<file path="config.mk">
export PLATFORM = sky130hd
export DESIGN_NAME = ids_input_arbiter
export DESIGN_NICKNAME = d
export VERILOG_FILES = /design/src/rtl/ids_input_arbiter.sv
export SDC_FILE = /design/constraint.sdc
export NUM_CORES = 1
export LEC_CHECK = 0
export ABC_AREA = 1
export BUFFER_PORTS_ARGS = -buffer_cell sky130_fd_sc_hd__clkbuf_2
export CORE_MARGIN = 10
export CORE_UTILIZATION = 55
export DETAILED_ROUTE_END_ITERATION = 16
export GPL_ROUTABILITY_DRIVEN = 1
export PLACE_DENSITY_LB_ADDON = 0.08
export REMOVE_ABC_BUFFERS = 1
export SLEW_MARGIN = 20
export SYNTH_ARGS = -nofsm -noshare
export SYNTH_HDL_FRONTEND = slang
export SYNTH_SLANG_ARGS = --single-unit
export TNS_END_PERCENT = 30
</file>
<file path="constraint.sdc">
create_clock -name clk -period 6.1 [get_ports clk]
set_clock_uncertainty 0.1 [all_clocks]
set_input_delay 0.61 -clock clk [delete_from_list [all_inputs] [get_ports clk]]
set_output_delay 0.61 -clock clk [all_outputs]
set_load 0.005 [all_outputs]
</file>
<file path="src/rtl/ids_input_arbiter.sv">
// ids_input_arbiter: two-input packet arbiter in front of the IDS datapath.
// Each requester feeds its own fallthrough FIFO. A three-state FSM
// (IDLE/HDR/BODY) grants one FIFO at a time and holds the grant for a whole
// packet, alternating between requesters when both have data waiting.
// Optional feature: define IDS_ARB_PKT_CNT_EN to build the per-requester
// forwarded-packet counters; otherwise pkt_cnt0/pkt_cnt1 read as zero.

// Fallthrough FIFO: the head word is visible on rd_data while not empty.
module ids_input_arbiter_fifo #(
   parameter int WIDTH      = 72,
   parameter int DEPTH_BITS = 2
) (
   input  logic             clk,
   input  logic             reset,
   input  logic             wr_en,
   input  logic [WIDTH-1:0] wr_data,
   input  logic             rd_en,
   output logic [WIDTH-1:0] rd_data,
   output logic             empty,
   output logic             nearly_full
);

   localparam int DEPTH = 1 << DEPTH_BITS;
   localparam logic [DEPTH_BITS:0] FULL_LEVEL = (DEPTH_BITS+1)'(DEPTH);
   // One slot of slack so a writer that saw rdy=1 may still write next cycle.
   localparam logic [DEPTH_BITS:0] NF_LEVEL   = (DEPTH_BITS+1)'(DEPTH - 1);

   logic [WIDTH-1:0]      mem_q [DEPTH];
   logic [WIDTH-1:0]      mem_d [DEPTH];
   logic [DEPTH_BITS-1:0] wr_ptr_q, wr_ptr_d;
   logic [DEPTH_BITS-1:0] rd_ptr_q, rd_ptr_d;
   logic [DEPTH_BITS:0]   count_q, count_d;
   logic                  do_wr;
   logic                  do_rd;

   // Next-state for storage, pointers and occupancy; simultaneous push/pop keeps count.
   always_comb begin
      do_wr    = wr_en && (count_q != FULL_LEVEL);
      do_rd    = rd_en && (count_q != '0);
      mem_d    = mem_q;
      wr_ptr_d = wr_ptr_q;
      rd_ptr_d = rd_ptr_q;
      count_d  = count_q;
      if (do_wr) begin
         mem_d[wr_ptr_q] = wr_data;
         wr_ptr_d        = wr_ptr_q + 1'b1;
      end
      if (do_rd) begin
         rd_ptr_d = rd_ptr_q + 1'b1;
      end
      case ({do_wr, do_rd})
         2'b10:   count_d = count_q + 1'b1;
         2'b01:   count_d = count_q - 1'b1;
         default: count_d = count_q;
      endcase
   end

   // Storage words carry no reset; only pointers and occupancy are cleared.
   always_ff @(posedge clk) begin
      mem_q <= mem_d;
   end

   // Control registers with asynchronous clear, which empties the FIFO.
   always_ff @(posedge clk or posedge reset) begin
      if (reset) begin
         wr_ptr_q <= '0;
         rd_ptr_q <= '0;
         count_q  <= '0;
      end else begin
         wr_ptr_q <= wr_ptr_d;
         rd_ptr_q <= rd_ptr_d;
         count_q  <= count_d;
      end
   end

   assign rd_data     = mem_q[rd_ptr_q];
   assign empty       = (count_q == '0);
   assign nearly_full = (count_q >= NF_LEVEL);

endmodule

module ids_input_arbiter #(
   parameter int DATA_WIDTH      = 64,
   parameter int CTRL_WIDTH      = DATA_WIDTH / 8,
   parameter int FIFO_DEPTH_BITS = 2
) (
   input  logic                  clk,
   input  logic                  reset,
   input  logic [DATA_WIDTH-1:0] in0_data,
   input  logic [CTRL_WIDTH-1:0] in0_ctrl,
   input  logic                  in0_wr,
   output logic                  in0_rdy,
   input  logic [DATA_WIDTH-1:0] in1_data,
   input  logic [CTRL_WIDTH-1:0] in1_ctrl,
   input  logic                  in1_wr,
   output logic                  in1_rdy,
   output logic [DATA_WIDTH-1:0] out_data,
   output logic [CTRL_WIDTH-1:0] out_ctrl,
   output logic                  out_wr,
   input  logic                  out_rdy,
   output logic                  grant,
   output logic                  busy,
   output logic [31:0]           pkt_cnt0,
   output logic [31:0]           pkt_cnt1
);

   localparam int WORD_W = CTRL_WIDTH + DATA_WIDTH;

   typedef enum logic [1:0] {
      ST_IDLE = 2'd0,
      ST_HDR  = 2'd1,
      ST_BODY = 2'd2
   } state_t;

   state_t            state_q, state_d;
   logic              grant_q, grant_d;
   logic              last_grant_q, last_grant_d;

   logic [WORD_W-1:0] f0_head, f1_head, head_sel;
   logic              f0_empty, f1_empty, head_empty;
   logic              f0_nf, f1_nf;
   logic              pop0, pop1;
   logic              ctrl_is_zero;

   ids_input_arbiter_fifo #(
      .WIDTH      (WORD_W),
      .DEPTH_BITS (FIFO_DEPTH_BITS)
   ) u_fifo0 (
      .clk         (clk),
      .reset       (reset),
      .wr_en       (in0_wr),
      .wr_data     ({in0_ctrl, in0_data}),
      .rd_en       (pop0),
      .rd_data     (f0_head),
      .empty       (f0_empty),
      .nearly_full (f0_nf)
   );

   ids_input_arbiter_fifo #(
      .WIDTH      (WORD_W),
      .DEPTH_BITS (FIFO_DEPTH_BITS)
   ) u_fifo1 (
      .clk         (clk),
      .reset       (reset),
      .wr_en       (in1_wr),
      .wr_data     ({in1_ctrl, in1_data}),
      .rd_en       (pop1),
      .rd_data     (f1_head),
      .empty       (f1_empty),
      .nearly_full (f1_nf)
   );

   assign in0_rdy = ~f0_nf;
   assign in1_rdy = ~f1_nf;

   // The granted FIFO head drives the output bus directly.
   assign head_sel     = grant_q ? f1_head  : f0_head;
   assign head_empty   = grant_q ? f1_empty : f0_empty;
   assign out_ctrl     = head_sel[WORD_W-1:DATA_WIDTH];
   assign out_data     = head_sel[DATA_WIDTH-1:0];
   assign ctrl_is_zero = (out_ctrl == '0);

   assign grant = grant_q;
   assign busy  = (state_q != ST_IDLE);
   assign pop0  = out_wr && !grant_q;
   assign pop1  = out_wr &&  grant_q;

   // Arbitration FSM: pick a requester in IDLE, then follow packet framing until the last word.
   always_comb begin
      state_d      = state_q;
      grant_d      = grant_q;
      last_grant_d = last_grant_q;
      out_wr       = (state_q != ST_IDLE) && out_rdy && !head_empty;
      case (state_q)
         ST_IDLE: begin
            if (!f0_empty && !f1_empty) begin
               grant_d = ~last_grant_q;
               state_d = ST_HDR;
            end else if (!f0_empty) begin
               grant_d = 1'b0;
               state_d = ST_HDR;
            end else if (!f1_empty) begin
               grant_d = 1'b1;
               state_d = ST_HDR;
            end
         end
         ST_HDR: begin
            // Any number of module-header words precede the body.
            if (out_wr && ctrl_is_zero) begin
               state_d = ST_BODY;
            end
         end
         ST_BODY: begin
            // First non-zero ctrl after the body starts is the packet's last word.
            if (out_wr && !ctrl_is_zero) begin
               state_d      = ST_IDLE;
               last_grant_d = grant_q;
            end
         end
         default: begin
            state_d = ST_IDLE;
         end
      endcase
   end

   // FSM registers; last_grant resets to 1 so requester 0 wins the first tie.
   always_ff @(posedge clk or posedge reset) begin
      if (reset) begin
         state_q      <= ST_IDLE;
         grant_q      <= 1'b0;
         last_grant_q <= 1'b1;
      end else begin
         state_q      <= state_d;
         grant_q      <= grant_d;
         last_grant_q <= last_grant_d;
      end
   end

`ifdef IDS_ARB_PKT_CNT_EN
   logic [31:0] pkt_cnt0_q, pkt_cnt0_d;
   logic [31:0] pkt_cnt1_q, pkt_cnt1_d;
   logic        pkt_done;

   // Count completed packets per requester; counters wrap naturally at 2^32.
   always_comb begin
      pkt_done   = (state_q == ST_BODY) && out_wr && !ctrl_is_zero;
      pkt_cnt0_d = pkt_cnt0_q;
      pkt_cnt1_d = pkt_cnt1_q;
      if (pkt_done && !grant_q) begin
         pkt_cnt0_d = pkt_cnt0_q + 32'd1;
      end
      if (pkt_done && grant_q) begin
         pkt_cnt1_d = pkt_cnt1_q + 32'd1;
      end
   end

   // Packet counter registers.
   always_ff @(posedge clk or posedge reset) begin
      if (reset) begin
         pkt_cnt0_q <= '0;
         pkt_cnt1_q <= '0;
      end else begin
         pkt_cnt0_q <= pkt_cnt0_d;
         pkt_cnt1_q <= pkt_cnt1_d;
      end
   end

   assign pkt_cnt0 = pkt_cnt0_q;
   assign pkt_cnt1 = pkt_cnt1_q;
`else
   assign pkt_cnt0 = '0;
   assign pkt_cnt1 = '0;
`endif

endmodule

</file>
== Word level (Yosys, flattened, before mapping) ==
Cells that the tools add are included.

* Add/subtract/negate cells: 8
* $mul: 0
* Divide/modulo/power cells: 0
* $lt $le $gt $ge: 8
* Eq/ne operators: 12
* Shift-type cells: 0
* Muxes and demuxes: 25
* Bitwise operators: 7
* Reduce and logical (&&, ||, !) cells: 30

{| class="wikitable"
|+ Operator list
! cell !! count
|-
| $bwmux 288 || 2
|-
| $mux 72 || 7
|-
| $bmux 72 s2 || 2
|-
| $demux 72 s2 || 2
|-
| $logic_and 1x1->1 || 13
|-
| $ge 3x3->1 const B || 4
|-
| $not 2->3 || 4
|-
| $pmux 3 s2 || 2
|-
| $mux 2 || 5
|-
| $add 2x1->2 const B || 4
|-
| $logic_not 8->1 || 1
|-
| $add 3x1->3 const B || 2
|-
| $eq 2x1->1 const B || 3
|-
| $eq 2x2->1 const B || 3
|-
| $ge 3x2->1 const B || 2
|-
| $logic_not 3->1 || 2
|-
| $lt 3x1->1 const B || 2
|-
| $ne 3x3->1 const B || 2
|-
| $pmux 2 s3 || 1
|-
| $reduce_bool 2->1 || 3
|-
| $reduce_bool 3->1 || 2
|-
| $sub 3x1->3 const B || 2
|-
| $logic_not 1->1 || 5
|-
| $mux 1 || 4
|-
| 7 further kinds || 11
|}

* Flip-flop bits (word level): 594
* Latch bits: 0
* RAM bits: 0
* Memory bits (read-only): 0
* Input port bits: 149
* Output and inout port bits: 141
* Logic and storage cells: 107
* Memories: 0

== Longest topological paths before layout ==
* Word-level depth: 10
* Depth in mapped cells: 15
* Mapped depth without buffers: 12

== By module ==
From an unflattened synthesis, not the netlist that was laid out.

* Cells, all modules: 2164
* Area total of the unflattened synthesis: 25374.3 µm²

{| class="wikitable"
|+ Modules (own cells, without submodules)
! module !! instances !! cells each !! area an instance (µm²) !! seq. area each (µm²)
|-
| ids_input_arbiter_fifo || 2 || 901 || 11826.3 || 8823.5
|-
| ids_input_arbiter || 1 || 362 || 1721.7 || 101.3
|}

== Worst setup path before layout ==
OpenSTA, ideal clock, no wires.

* Kind: input port to flip-flop
* Start: input port in1_wr
* End: register u_fifo1.mem_q[0] (netlist name) (enable)
* Library setup time: 0.503 ns
* Arrival time: 3.755 ns
* Data required time: 5.497 ns
* Path slack: 1.742 ns
* Stages: 2
* Buffers on the path: 0
* Path through: o31ai_2 > nor2_1

* Word-level cells in the longest chain between the ends: 1

{| class="wikitable"
|+ RTL lines
! item !! line !! text
|-
| start, declared || 95 || <nowiki>input logic in1_wr,</nowiki>
|-
| $logic_and 1x1->1 || 38 || <nowiki>do_wr = wr_en && (count_q != FULL_LEVEL);</nowiki>
|-
| end signal, assigned || 60 || <nowiki>mem_q <= mem_d;</nowiki>
|-
| end, declared || 28 || <nowiki>logic [WIDTH-1:0] mem_q [DEPTH];</nowiki>
|}

Every way passes these cells.
A chain may end at the register's enable or synchronous reset.

== Worst setup path after layout ==
* Start: register u_fifo1.rd_ptr_q[0]
* End: output port out_data[56]

* Word-level cells in the longest chain between the ends: 5

{| class="wikitable"
|+ RTL lines
! item !! line !! text
|-
| start, declared || 31 || <nowiki>logic [DEPTH_BITS-1:0] rd_ptr_q, rd_ptr_d;</nowiki>
|-
| start signal, assigned || 71 || <nowiki>rd_ptr_q <= rd_ptr_d;</nowiki>
|-
| $not 2->3 (implied by the code) || 76 || <nowiki>assign rd_data = mem_q[rd_ptr_q];</nowiki>
|-
| $bmux 72 s2 || 76 ||
|-
| $mux 72 (implied by the code) (2 in series) || 76 ||
|-
| $mux 72 || 157 || <nowiki>assign head_sel = grant_q ? f1_head : f0_head;</nowiki>
|-
| end, declared || 97 || <nowiki>output logic [DATA_WIDTH-1:0] out_data,</nowiki>
|}

Every way passes these cells. The select of a mux whose other input is x is not followed.

==> run summary <==
Share of layout cells above drive strength 1: 16.6%
Die width: 229 um
Final core utilization: 63.0%
Vias post-DR: 14900
Final Instance Area: 0.0271 sq mm
Die height: 229 um
First-pass GRT wire length: 86.8 mm
Avg Cell Area, Syn: 12.6 sq um
Drt initial violations: 1204
Synth Flop Type: edfxtp_1
Drc violations: 0
Hold buffer count at cts: 0
CTS root buf: clkbuf_16
Post-Synth XOR/XNOR Area: 0.366%
Largest cells by area after synthesis: edfxtp_1, nor2_1, o21ai_0
Seq cells post-synth: 594
CTS tree: built
CTS Sinks: 594
Placed instance count: 2622
Post-synth top area cell: edfxtp_1
Endpoints failing setup: 0
CTS resizes: 0
Core ar.: 0.0431 sq mm
Clock slew at reported path FFs: 0.06 ns
Num CTS Buffers: 58
Vias per inst: 5.46
Port Buffers: 225
Finished Layout Cells: 2730
Clock tree buffer depth: 3
Die footprint: 0.0522 sq mm
Initial Util: 55.5%
Multi-input gate area: 0.00515 sq mm
Mapped Area: 0.0239 sq mm
Simple-Gate Fraction of Synth Area: 10.1%
Min cycle time layout: 4.32 ns
Combinational family with the most area after synthesis: simple AND/OR/NAND/NOR gates
Worst slew pin tran: 1.09 ns
Total routed wirelength: 57.4 mm
Number of global-route vias before repair: 14500
Clk Latency, worst-skew pair: 0.61 ns
Hold Vio Cnt, Final: 0
Status: finished clean
Adder-cell share of the synthesized area: 0.690%
Fmax achieved: 232 MHz
Register area share after synthesis: 74.2%
Worst path required time: 5.39 ns
CP endpoint kind: output pin
Largest net degree at the start of global routing: 104
H-Tree Depth: 2
EDFF count, synth: 576
Peak VDD IR: 0.000338 V
HP Class: primary input to asynchronous set/reset pin
Num rows: 76
Post-CTS Setup Bufs: 0
Crit path max fanout: 103
Post-synthesis instance total: 1893
Power Density: 504 mW/mm^2
Period utilisation layout: 70.8%
Number of synthesis warnings: 0
P&R area growth vs syn: 13.4%
Critical Path Start Type: flip-flop
R2R Setup Slk: 2.69 ns
Antenna violations before repair: 13
WS Path Type: flip-flop to output pin
Slew Limit Fails: 0
Routed Antenna Nets: 0
Top cell type's share of synthesized area: 72.3%
DPL Wire Length: 33.6 mm
P_leak: 9.87 nW
Count of max-cap constraint violations: 0
Distinct cells, synth: 32
Reg area: 0.0178 sq mm
Async SR Flop Fraction: 3.03%
GPL Wtd Cong: 0.750
Routed WL per cell: 21.0 um
Fin Setup TNS: 0 ns
Multiplexer share of the synthesized area: 0%
DR pass1 iterations: 5
Overall Global Routing Usage: 21.4%
Io pins: 290
Hold slack: 0.00806 ns
Arrival @ worst endpoint: 3.61 ns
RSZ-0062 raised after global routing: false
Synth Area in Compound Gates: 9.10%
Global route overflow: 0
Nets: 2258
Fillers: 3299
Slew margin rel.: 27.7%
Area after DPL: 0.0253 sq mm
[critical path: stages, from the launching register on]
cell      delay, ns
dfrtp_4        0.75
inv_4          0.87
buf_4          0.54
o21ai_0        0.13
o22ai_1        0.13
nor2_1         0.06
a31oi_1        0.30
clkbuf_2       0.18
[path summary, 6_finish.rpt]
| check | endpoint | cells after the start | from |
|---|---|---|---|
| worst max-delay path | out_data[56] | 7 | u_fifo1.rd_ptr_q[0]$_DFFE_PP0P_ |
| worst min-delay path | state_q[0]$_DFFE_PP0P_ | 2 | reset |
| worst max register to register | last_grant_q$_DFFE_PP1P_ | 12 | u_fifo1.rd_ptr_q[0]$_DFFE_PP0P_ |
| worst min register to register | last_grant_q$_DFFE_PP1P_ | 2 | last_grant_q$_DFFE_PP1P_ |
| max in group asynchronous | u_fifo1.rd_ptr_q[0]$_DFFE_PP0P_ | 2 | reset |
| min in group clk | u_fifo0.mem_q[255]$_DFFE_PP_ | 1 | in0_data[39] |
[layer usage]
layer	global-route usage (%)	wire [um]	up-vias	part of all wire, %
li1	-	-	7019	-
met1	27.4	23600	7326	41
met2	35.5	28300	434	49
met3	5.62	4330	95	7.5
met4	6.06	1070	20	1.9
met5	0	143	-	0.25
[Yosys cell counts, types with 3 or more instances]
cell type  number
nand2_1       101
xor2_1          8
clkbuf_1       64
dfrtp_1        17
inv_1          80
o22ai_1        64
a21oi_1         6
edfxtp_1      576
o21ai_1        53
o21ai_0       209
buf_6           6
nor2_1        464
a31oi_1        64
buf_1           9
ha_1           10
nand3_1        43
buf_4          80
inv_2           3
or2_1           4
buf_2          14
[metrics by stage]
| step | setup WS, ns | total power, mW |
|---|---|---|
| after global placement | 2.40 | 10.3 |
| final | 1.78 | 13.7 |
| after global routing | 1.51 | 14.5 |
| after floorplan | 0.820 | 8.48 |
| after detailed placement | 2.34 | 10.4 |
| after CTS | 1.68 | 13.8 |
[power breakdown]
part           total (mW)  switching [mW]  leakage, nW  internal (mW)
registers            5.72           0.351         5.48           5.37
logic                4.52            3.12         3.51           1.41
clock network        3.43            1.46        0.880           1.97
total                13.7            4.92         9.87           8.75
[sequential cells by signal (all words and copies together) (netlist names)]
name and count:
u_fifo0.mem_q 288, u_fifo1.mem_q 288, u_fifo0.count_q 3, u_fifo1.count_q 3, state_q 2, u_fifo0.rd_ptr_q 2
u_fifo0.wr_ptr_q 2, u_fifo1.rd_ptr_q 2, u_fifo1.wr_ptr_q 2, grant 1, last_grant_q 1
[area by class of cell]
class	count	area share, %
Inverter	85	1.20
Sequential cell	594	65.5
Antenna cell	4	0.0369
Clock buffer	73	5.64
Clock inverter	31	0.992
Tap cell	585	2.70
Multi-Input combinational cell	1104	19.0
Timing Repair Buffer	254	4.95
[kinds of logic after synthesis]
group / after synthesis
adders and majority gates: 12
other: 1
AOI/OAI and AO/OA: 399
and+or+nand+nor: 619
buffers and inverters: 258
xor gates and xnor gates: 10
DFF: 594
[layout by cell type (no fill, tap or decap), drive strengths merged]
cell type,count
conb,64
a31oi,64
nand4,2
diode,4
clkinvlp,1
xnor2,2
edfxtp,576
o22ai,64
nand2,102
nor3,2
or2,4
a21oi,6
buf,29
bufinv,5
inv,86
xor2,8
dfstp,1
clkbuf,298
o31ai,2
nand3,43
a32o,1
fa,2
dfrtp,17
nor2,466
o21ai,262
ha,10
clkinv,24
No activity file was read; power rests on OpenSTA's default activity.
